==> src/rtl/fifo_reader.sv <==
// fifo_reader: drains a synchronous FIFO with ren pulses and presents its words downstream as a valid/ready stream.
// Latency: a ren issued in cycle t yields m_valid with that word in cycle t+2; sustains one word per cycle.
// Backpressure: m_ready=0 stalls pops; reads keep being issued until buffered plus in-flight words fill BUF_DEPTH.
//
// Ports:
//   clk         rising-edge clock
//   reset       asynchronous active-low reset, shared with the attached FIFO
//   fifo_empty  FIFO empty flag
//   fifo_data   FIFO registered data_out, meaningful only the cycle after a ren
//   fifo_ren    FIFO read enable
//   m_valid     stream word available
//   m_ready     consumer accepts the word (transfer on m_valid && m_ready)
//   m_data      stream word
//   rd_count    delivered-word counter, present only when FIFO_READER_CNT_EN is defined
//
// Optional feature macro: FIFO_READER_CNT_EN (adds rd_count).
module fifo_reader #(
  parameter int DATA_WIDTH = 8,
  parameter int BUF_DEPTH  = 4,
  parameter int CNT_WIDTH  = 16
) (
  input  logic                  clk,
  input  logic                  reset,
  input  logic                  fifo_empty,
  input  logic [DATA_WIDTH-1:0] fifo_data,
  output logic                  fifo_ren,
  output logic                  m_valid,
  input  logic                  m_ready,
  output logic [DATA_WIDTH-1:0] m_data
`ifdef FIFO_READER_CNT_EN
  ,
  output logic [CNT_WIDTH-1:0]  rd_count
`endif
);

  localparam int PTR_W = $clog2(BUF_DEPTH);
  // count must be able to hold BUF_DEPTH itself, hence one extra bit.
  localparam int CNT_W = PTR_W + 1;
  // count + inflight can reach BUF_DEPTH + 1 in width terms; keep headroom.
  localparam int OCC_W = CNT_W + 1;
  localparam logic [OCC_W-1:0] DEPTH_V = OCC_W'(BUF_DEPTH);

  // Elaboration-time parameter sanity checks.
  if ((BUF_DEPTH < 4) || ((BUF_DEPTH & (BUF_DEPTH - 1)) != 0)) begin : g_bad_depth
    $error("fifo_reader: BUF_DEPTH must be a power of two and at least 4");
  end
  if (CNT_WIDTH < 1) begin : g_bad_cnt_width
    $error("fifo_reader: CNT_WIDTH must be at least 1");
  end

  logic [DATA_WIDTH-1:0] mem [BUF_DEPTH];
  logic [PTR_W-1:0]      wptr;
  logic [PTR_W-1:0]      rptr;
  logic [CNT_W-1:0]      count;
  logic [CNT_W-1:0]      count_nxt;
  logic                  inflight;
  logic [OCC_W-1:0]      occupancy;
  logic                  capture;
  logic                  pop;

  // Every issued read owns a buffer slot until its word is popped, so the
  // buffer can never overflow. Issue depends only on registers, fifo_empty
  // and reset, never on m_ready, keeping the consumer off the FIFO timing path.
  // Gating with reset keeps ren low while the FIFO itself is held in reset.
  assign occupancy = {1'b0, count} + OCC_W'(inflight);
  assign fifo_ren  = reset && !fifo_empty && (occupancy < DEPTH_V);

  assign capture = inflight;
  assign pop     = m_valid && m_ready;

  assign m_valid = (count != '0);
  assign m_data  = mem[rptr];

  always_comb begin
    count_nxt = count;
    unique case ({capture, pop})
      2'b10:   count_nxt = count + CNT_W'(1);
      2'b01:   count_nxt = count - CNT_W'(1);
      default: count_nxt = count;
    endcase
  end

  // FIFO data_out is registered, so the word for a ren in cycle t is
  // present on fifo_data during t+1; inflight marks that cycle.
  always_ff @(posedge clk or negedge reset) begin
    if (!reset) begin
      inflight <= 1'b0;
      count    <= '0;
      wptr     <= '0;
      rptr     <= '0;
    end else begin
      inflight <= fifo_ren;
      count    <= count_nxt;
      if (capture) begin
        wptr <= wptr + PTR_W'(1);
      end
      if (pop) begin
        rptr <= rptr + PTR_W'(1);
      end
    end
  end

  // Storage is cleared on reset so m_data reads 0 after reset.
  always_ff @(posedge clk or negedge reset) begin
    if (!reset) begin
      for (int i = 0; i < BUF_DEPTH; i++) begin
        mem[i] <= '0;
      end
    end else if (capture) begin
      mem[wptr] <= fifo_data;
    end
  end

`ifdef FIFO_READER_CNT_EN
  always_ff @(posedge clk or negedge reset) begin
    if (!reset) begin
      rd_count <= '0;
    end else if (pop) begin
      rd_count <= rd_count + CNT_WIDTH'(1);
    end
  end
`endif

endmodule

==> config.mk <==
export PLATFORM = sky130hd
export DESIGN_NAME = fifo_reader
export DESIGN_NICKNAME = d
export VERILOG_FILES = /design/src/rtl/fifo_reader.sv
export SDC_FILE = /design/constraint.sdc
export NUM_CORES = 1
export LEC_CHECK = 0
export CORE_MARGIN = 2
export CORE_UTILIZATION = 54
export CTS_BUF_LIST = sky130_fd_sc_hd__clkbuf_16
export CTS_CLUSTER_SIZE = 8
export DETAILED_ROUTE_END_ITERATION = 10
export PLACE_DENSITY = 0.86
export SYNTH_ARGS = -nofsm -noshare
export SYNTH_HDL_FRONTEND = slang
export SYNTH_SLANG_ARGS = --single-unit
==> constraint.sdc <==
create_clock -name clk -period 2.1 [get_ports clk]
set_input_delay 0.42 -clock clk [delete_from_list [all_inputs] [get_ports clk]]
set_output_delay 0.42 -clock clk [all_outputs]
set_load 0.02 [all_outputs]
==> summary.md, run 1 <==
| Metric | Value |
|---|---|
| Status | `finished clean` |
| Critical Path, Cell by Cell | `buf_12, mux4_2, dlygate4sd2_1` |
| Pwr dens | `1677 nW/µm²` |
| Synth Area per Inst | `between 15 and 20 µm²` |
| CTS Root Cell | `clkbuf_16` |
| Site Rows | `20` |
| H-tree depth | `2` |
| # port buffers | `21` |
| IO Count | `22` |
| TritonCTS buffer count | `5` |
| Synth top area cells | `dfrtp_1, mux2_2, mux4_2` |
| Worst Path Required | `approximately 1700 ps` |
| Final WL | `roughly 3.2 mm` |
| Layout cells sized above 1 | `41.10%` |
| Iteration-0 DRC Markers | `50` |
| Vias per cell | `~5.3` |
| Kind of start point of the critical path | `flop` |
| Syn_nets | `between 100 and 150` |
| Clock period minus worst slack | `2050 ps` |
| Wire length per cell after detailed routing | `about 17 µm` |
| Final Setup Violations | `0` |
| Inst Count DP | `about 180` |
| Unrepaired setup endpoints after global routing | `false` |
| Number of diodes | `0` |
| Power Internal | `between 2 and 3 mW` |
| Relative slew slack | `67.12%` |
| Peak Freq | `approximately 0.49 GHz` |
| Hold crit path type | `in2async` |
| Grt ovf | `0` |
| Sequential Power Share | `approximately two fifths` |
| EDFF count, synth | `0` |
| Top-count cell post-synth | `dfrtp_1` |
| Switching Fraction | `between 30% and 40%` |
| Peak supply drop | `0.0008470 V` |
| Combinational share of power | `about 39%` |
| First-pass GRT wire length | `5.306 mm` |
| Setup repair bufs after CTS | `0` |
| FF-to-FF Start | `count[0]$_DFFE_PN0P_` |
| DRC viols | `0` |
| Area share of the largest cell type after synthesis | `55.52%` |
| #FFs+latches synth | `40` |
| Layout area overhead | `24.22%` |
| Worst Clk Skew | `between 4 and 5 ps` |
| Clk pwr share | `~22%` |
| Synth area leader | `dfrtp_1` |
| Initial antenna violation count | `0` |
| Least-Margin Pin Slew | `493.2 ps` |
| ANT nets after route | `0` |
| CTS tree | `built` |
| Fin Hold WS | `around 230 ps` |
| First-pass DRT Iterations | `4` |
| Clk pin slew, worst setup/hold paths | `60 ps` |
| Final hold vios | `0` |
| Clock tree buffer depth | `2` |
| Critical path peak fanout | `6` |
| CP Capture Type | `output port` |
| Largest net degree at the start of global routing | `between 40 and 50` |
| Vias in the first global route | `approximately 1100` |
| GRT Overall Usage | `~20%` |
| Non-Filler Instances | `190` |
| Fin crit share | `a little over nine tenths` |
| Crit path from | `rptr[0]$_DFFE_PN0P_` |
| Full die area | `between 3000 and 4000 µm²` |
| Die height | `between 60 and 70 µm` |
| CTS sink cnt | `40` |
| Final nets | `about 160` |
| Clock Latency Late Sink | `~280 ps` |
| Max cap viols | `0` |
| Chip width | `~62 µm` |
| Leakage | `slightly below 1 nW` |
| NetSw | `about 1.2 mW` |
| Mapped Cells | `about 120` |
| Final Core Density | `roughly 72%` |
| Yosys warning count | `0` |
| Crit-path max cell delay | `490 ps` |
| Mapped cell area | `1803 µm²` |
| Kind of critical path | `reg2out` |
| Via count | `1005` |
| Global placer's final weighted congestion | `about 0.7` |
| CP max stage cell | `mux4_2` |
| # fillers | `around 240` |
| Core area | `approximately 3100 µm²` |
| Synth cell types | `19` |
| Slew Viols, Final | `0` |
| Most common library cells after synthesis | `dfrtp_1, mux2_2, mux4_2, inv_1, ha_1` |
| Initial core utilization | `between 50% and 60%` |
| HPWL Detailed | `approximately 2.3 mm` |
| Sequential share of the synthesized area | `55.52%` |
| FFs w/ async S/R, synth | `100.0%` |
| Critical Path AT | `~1600 ps` |
| Ys flop type | `dfrtp_1` |
| Hold buffers post-CTS | `0` |
[flip-flops by register name, indices dropped and copies added (netlist names)]
| register | cells |
|---|---|
| capture | 1 |
| mem | 32 |
| wptr | 2 |
| rptr | 2 |
| count | 3 |
[power by group through the flow]
| stage | clock network, mW | registers (mW) | logic (mW) |
|---|---|---|---|
| 3_5_place_dp | 0 | 1.45 | 1.62 |
| 2_1_floorplan | 0 | 1.31 | 1.14 |
| 4_1_cts | 0.855 | 1.44 | 1.52 |
| 5_1_grt | 0.891 | 1.48 | 1.62 |
| 3_3_place_gp | 0 | 1.40 | 1.56 |
| 6_report | 0.841 | 1.43 | 1.48 |
[worst paths after layout]
path | endpoint | slack [ps] | cells after the start
max | m_data[5] | 50 | 3
min | mem[12]$_DFFE_PN0P_ | 230 | 2
max reg2reg | count[2]$_DFFE_PN0P_ | 390 | 7
min reg2reg | mem[30]$_DFFE_PN0P_ | 500 | 1
max in group asynchronous | mem[18]$_DFFE_PN0P_ | 1520 | 2
min in group clk | capture$_DFF_PN0_ | 410 | 3
[stage by stage]
stage	power (mW)	area [µm²]	setup TNS [ps]	setup slack, ps
final	3.756	2240	0	49.67
after global routing	3.993	2240	0	3.754
after CTS	3.819	2247	0	12.71
after detailed placement	3.073	2090	-197.7	-162.9
after global placement	2.962	2090	-64.81	-64.81
after floorplan	2.454	1803	0	461.2
[worst max-delay path: cells and delay by family (launching register included)]
kind     cells  cell delay (ps)
buf+inv      2              480
mux          1              490
flops        1              390
[repair_timing]
item,in CTS,in global routing
setup endpoints to repair,9,3
pin swaps,0,0
gates resized for setup,10,4
[placed cells by master (no fill, tap or decap)]
master and count:
mux4_2 8, clkinv_2 1, nand2_1 3, xnor2_1 2
dfrtp_1 40, clkbuf_16 5, mux2_2 32, nand2_2 4
inv_1 6, bufinv_16 1, fa_1 1, buf_12 1
mux2i_1 1, ha_1 5, buf_4 4, dlygate4sd2_1 6
or3_1 1, buf_2 1, nor2_1 2, clkinvlp_4 1
o21ai_0 1, clkbuf_2 2, a31oi_1 1, xor2_1 4
clkdlybuf4s15_1 1, o31a_1 1, clkdlybuf4s50_1 11
[kinds of logic after synthesis]
| group | share of synthesized area [%] |
|---|---|
| compound gates | 1.110 |
| xor+xnor | 2.915 |
| fa+ha+maj | 4.580 |
| buf+inv | 2.567 |
| flops | 55.52 |
| mux | 30.53 |
| simple gates | 2.776 |
[layer usage]
metal  vias to the layer above  wire, µm  global-route usage [%]
met5                         -         0                       0
met4                         0        64                   8.815
met3                         8        92                   5.590
met2                        22      1726                   34.59
met1                       511      1323                   24.10
li1                        464         -                       -
[layout make-up]
cell class                      count  area, µm²  area share, %
Sequential cell                    40       1001          44.69
Multi-Input combinational cell     66      755.7          33.74
Timing Repair Buffer               26      237.7          10.61
Clock inverter                      3      42.54          1.899
Tap cell                           44      55.05          2.458
Clock buffer                        5      125.1          5.587
Inverter                            6      22.52          1.006
No activity file was read; power rests on OpenSTA's default activity.
==> inputs of run 2 (changes only) <==
- CORE_UTILIZATION: 54 -> 40
- PLACE_DENSITY: 0.86 -> 0.69
==> summary.md, run 2 (synthesis results as in run 1) <==
| Metric | Value |
|---|---|
| Critical Path AT | `1620 ps (about the same)` |
| TritonCTS buffer count | `5 (unchanged)` |
| Largest net degree at the start of global routing | `41 (unchanged)` |
| Clk pin slew, worst setup/hold paths | `60 ps (about the same)` |
| Commonest non-fill, non-tap cells in the layout | `dfrtp_1, mux2_2, clkdlybuf4s50_1, inv_1, mux4_2` |
| Clock period minus worst slack | `2045 ps (-5.518 ps)` |
| Max cap viols | `0 (unchanged)` |
| Vias per cell | `5.136 (-2.9%)` |
| Final WL | `3.239 mm (+1.0%)` |
| CTS sink cnt | `40 (unchanged)` |
| Clock tree buffer depth | `2 (unchanged)` |
| Relative slew slack | `67.06% (about the same)` |
| Post-CTS Resized | `10 (unchanged)` |
| Fin crit share | `97.37% (-0.26 points)` |
| Clock Latency Late Sink | `270 ps (about the same)` |
| Kind of critical path | `reg2out` |
| Top Registers | `mem (32), count (3)` |
| Hold buffers post-CTS | `0 (unchanged)` |
| First-pass DRT Iterations | `2 (-2)` |
| Site Rows | `24 (+20%)` |
| DRC viols | `0 (unchanged)` |
| First-pass GRT wire length | `5.582 mm (+5.2%)` |
| Setup_tns | `0 ps (unchanged)` |
| Peak supply drop | `0.0006008 V (-29%)` |
| Kind of start point of the critical path | `flop` |
| Commonest non-fill, non-tap cell in the layout | `dfrtp_1` |
| Setup repair bufs after CTS | `0 (unchanged)` |
| Via count | `1017 (+1.2%)` |
| Final hold vios | `0 (unchanged)` |
| Slack of the worst reg-to-reg path | `400 ps (about the same)` |
| Peak Freq | `0.4890 GHz (+0.27%)` |
| Final nets | `163 (unchanged)` |
| Core area | `4354 µm² (+40%)` |
| Die height | `71.14 µm (+15%)` |
| Wire length per cell after detailed routing | `16.36 µm (-3.1%)` |
| CP Capture Type | `output port` |
| Full die area | `5060 µm² (+33%)` |
| Slew Viols, Final | `0 (unchanged)` |
| Least-Margin Pin Slew | `494.2 ps (+0.9488 ps)` |
| # port buffers | `21 (unchanged)` |
| Status | `finished clean` |
| Cell count of the worst reg-to-reg path | `7 (unchanged)` |
| H-tree depth | `2 (unchanged)` |
| Initial antenna violation count | `0 (unchanged)` |
| Met2 usage | `24.30% (-10 points)` |
| ANT nets after route | `0 (unchanged)` |
| IO Count | `22 (unchanged)` |
| Chip width | `71.14 µm (+15%)` |
| GRT Overall Usage | `14.83% (-5.4 points)` |
| Reg2reg end | `count[2]$_DFFE_PN0P_` |
| Worst Clk Skew | `5.506 ps (+0.9843 ps)` |
| Leakage | `0.9709 nW (-0.90%)` |
| Largest register FFs | `32 (unchanged)` |
| Pwr dens | `1621 nW/µm² (-3.3%)` |
| # fillers | `367 (+54%)` |
| Global placer's final weighted congestion | `0.6650 (-5.2%)` |
| Layout area overhead | `23.32%` |
| Inst Count DP | `190 (+4.4%)` |
| Critical path peak fanout | `6 (unchanged)` |
| Grt ovf | `0 (unchanged)` |
| Number of diodes | `0 (unchanged)` |
| Unrepaired setup endpoints after global routing | `false` |
| Vias in the first global route | `1152 (+4.5%)` |
| FF-to-FF Start | `capture$_DFF_PN0_` |
| Layout cells sized above 1 | `39.04% (-2.1 points)` |
| CTS Root Cell | `clkbuf_16` |
| GR Util met1 | `19.17% (-4.9 points)` |
| Busiest layer in global routing | `met2` |
| Iteration-0 DRC Markers | `18 (-64%)` |
| Worst Path Required | `1680 ps (about the same)` |
| CTS tree | `built` |
| Top reg by flops | `mem` |
| Initial core utilization | `41.41% (-17 points)` |
| Non-Filler Instances | `198 (+4.2%)` |
| Final Setup Violations | `0 (unchanged)` |
| Hold crit path type | `in2async` |
| HPWL Detailed | `2.279 mm (+0.88%)` |
| Grt met3 use | `3.561% (-2.0 points)` |
## run 2: changes by cell type in the layout (fill, tap and decap cells not counted)
cell,before,now
dlygate4sd2_1,6,2
bufinv_16,1,0
clkinv_1,0,1
clkinv_2,1,0
clkinvlp_4,1,0
inv_1,6,8
clkdlybuf4s15_1,1,5
## run 2: cell type report
class	count	area, µm²	area share (%)
Clock buffer	5	125.1	5.627
Multi-Input combinational cell	66	755.7	33.99
Tap cell	52	65.06	2.926
Inverter	6	22.52	1.013
Clock inverter	3	11.26	0.5065
Timing Repair Buffer	26	242.7	10.92
Sequential cell	40	1001	45.02
## run 2: stage by stage
stage	cell area, µm²	hold WS, ps	worst slack (ps)	total power, mW	util [%]
6_report	2223	265.9	55.18	3.604	51.06
5_1_grt	2223	315.0	0.2711	3.852	51.06
4_1_cts	2226	283.1	6.103	3.652	51.12
3_5_place_dp	2100	489.3	-121.9	3.063	48.22
3_3_place_gp	2100	481.8	-64.15	2.969	48.22
2_1_floorplan	1803	124.4	461.2	2.454	-
## run 2: worst max path at each step
stage                              startpoint                   end  slack (ps)  cells after the start
final                     rptr[0]$_DFFE_PN0P_             m_data[5]          60                      3
after global routing      rptr[0]$_DFFE_PN0P_             m_data[4]         0.3                      3
after CTS                 rptr[0]$_DFFE_PN0P_             m_data[5]           6                      3
after detailed placement           fifo_empty              fifo_ren        -120                      5
after global placement             fifo_empty              fifo_ren         -60                      5
after floorplan                       m_ready  count[2]$_DFFE_PN0P_         460                      7
## run 2: power by group
| group | total, mW | switching, mW | internal [mW] |
|---|---|---|---|
| logic | 1.49 | 0.632 | 0.860 |
| registers | 1.42 | 0.259 | 1.16 |
| clock network | 0.689 | 0.263 | 0.426 |
## run 2: critical path, cell delays in order (launching register included)
cell and delay, ps:
dfrtp_1 400, buf_12 140, mux4_2 510, clkdlybuf4s15_1 300
## run 2: per-layer routing
layer  part of all wire, %  vias up
li1                      -      469
met1                    45      523
met2                    50       20
met3                   3.7        5
met4                   1.3        0
met5                     0        -
==> variant, RTL diff (flow settings as in run 2) <==
Change the parameter `DATA_WIDTH` from 8 to 10.
--- a/src/rtl/fifo_reader.sv
+++ b/src/rtl/fifo_reader.sv
@@ -17,3 +17,3 @@
 module fifo_reader #(
-  parameter int DATA_WIDTH = 8,
+  parameter int DATA_WIDTH = 10,
   parameter int BUF_DEPTH  = 4,
Ports: changed (resized fifo_data and m_data); port bits go from 22 to 26. No check against the original RTL was run, so the function may have changed too.
==> variant against run 2 <==
Clock power grew 26%. Maximum frequency decreased by 0.31%. Sequential power is 18% higher. Routed wire length is 23% higher. Utilization increased by 0.67 points. Sequential cell count up 8. Area after synthesis up 19%. Largest cell class unchanged. Critical path depth did not move. Total power increased by 21%. Setup slack worse by 6.3 ps. Sequential share of layout area increased by 0.20 points. Critical endpoint is now m_data[4]. Design area grew 20%. Critical path type unchanged. Hold slack better by 32 ps. Highest routed layer unchanged.
==> variant: results (changes against run 2) <==
status finished, final reports clean; slew at the pin with the worst max-slew slack 602 ps (+108 ps); Final Net Count 191 (+17%); metal3 WL 171 um (+43%); Syn Nets 153 (+15%); wire per inst 16.4 um (+0.28%); syn_area_per_cell 16.1 um^2 (+2.9%); starting density of the core 0.417 (+0.00340); proportion of synthesized area in mux cells 0.323 (+0.0177); first-pass GRT wire length 6.61 mm (+18%); post-DR vias/cell 5.06 (-1.5%); routed metal-1 wirelength 1.73 mm (+20%); hold_ws 298 ps (+31.8 ps); DRT Pass-1 Iters 4 (+2); Leak 1.16 nW (+20%); post-synthesis xor/xnor area fraction 0.0245 (-0.00466); Finished Layout Cells 242 (+22%); PortBufs 25 (+19%); total track usage 0.145 (-0.00370); sequential element share of the synthesized area 0.560 (+0.00460); Storage cell area 0.00120 mm^2 (+20%); wire length on met2 2.05 mm (+25%); gpl congestion 0.677 (+1.8%); worst vdd ir 0.000988 V (+64%); HPWL after DPL 2.73 mm (+20%); post-synthesis adder-cell area fraction 0.0385 (-0.00732); Switching Share 0.318 (-0.00149); R2R setup slack 370 ps (-30 ps); DR iter-0 viols 42 (+24)
==> variant: per-layer routing <==
metal,GRT usage,vias up
li1,-,563
met1,0.179,633
met2,0.246,26
met3,0.0447,2
met4,0.0375,0
met5,0,-
==> variant: power groups by stage <==
stage                     clock (mW)  combinational (mW)  sequential (mW)
after detailed placement           0                1.96             1.69
after CTS                      0.884                1.87             1.67
after global placement             0                1.90             1.64
final                          0.869                1.82             1.67
after global routing           0.922                1.98             1.73
after floorplan                    0                1.34             1.58
==> variant: layout make-up <==
class | count | share of cell area
flip-flops and latches | 48 | 0.452
clock buffers | 5 | 0.0471
inverters | 6 | 0.00847
clock inverters | 3 | 0.0146
multi-input cells | 76 | 0.338
well taps | 70 | 0.0329
repair buffers | 34 | 0.107
==> variant: worst max-delay path by stage <==
stage | endpoint | cells after the start | startpoint
floorplan | count[2] | 7 | m_ready
global placement | fifo_ren | 5 | fifo_empty
detailed placement | fifo_ren | 5 | fifo_empty
CTS | m_data[6] | 3 | rptr[0]
global route | m_data[4] | 3 | rptr[0]
finish | m_data[4] | 3 | rptr[0]
==> variant: what timing repair did <==
action,4_1_cts,5_1_grt
cloned,0,0
setup buffers,2,0
resized for setup,33,3
endpoints found under the setup margin,11,9
pin swaps,0,0
==> variant: kinds of logic after synthesis <==
kind of cell | after synthesis
multiplexers | 51
flip-flops | 48
AND/OR/NAND/NOR | 10
buffers and inverters | 9
XOR/XNOR | 6
adder cells (fa/ha/maj) | 6
AO/OA/AOI/OAI | 3
==> variant: critical path, delay by kind of cell (launching register included) <==
| kind | cells | cell delay, ps |
|---|---|---|
| multiplexers | 1 | 500 |
| buffers and inverters | 2 | 450 |
| flip-flops | 1 | 410 |
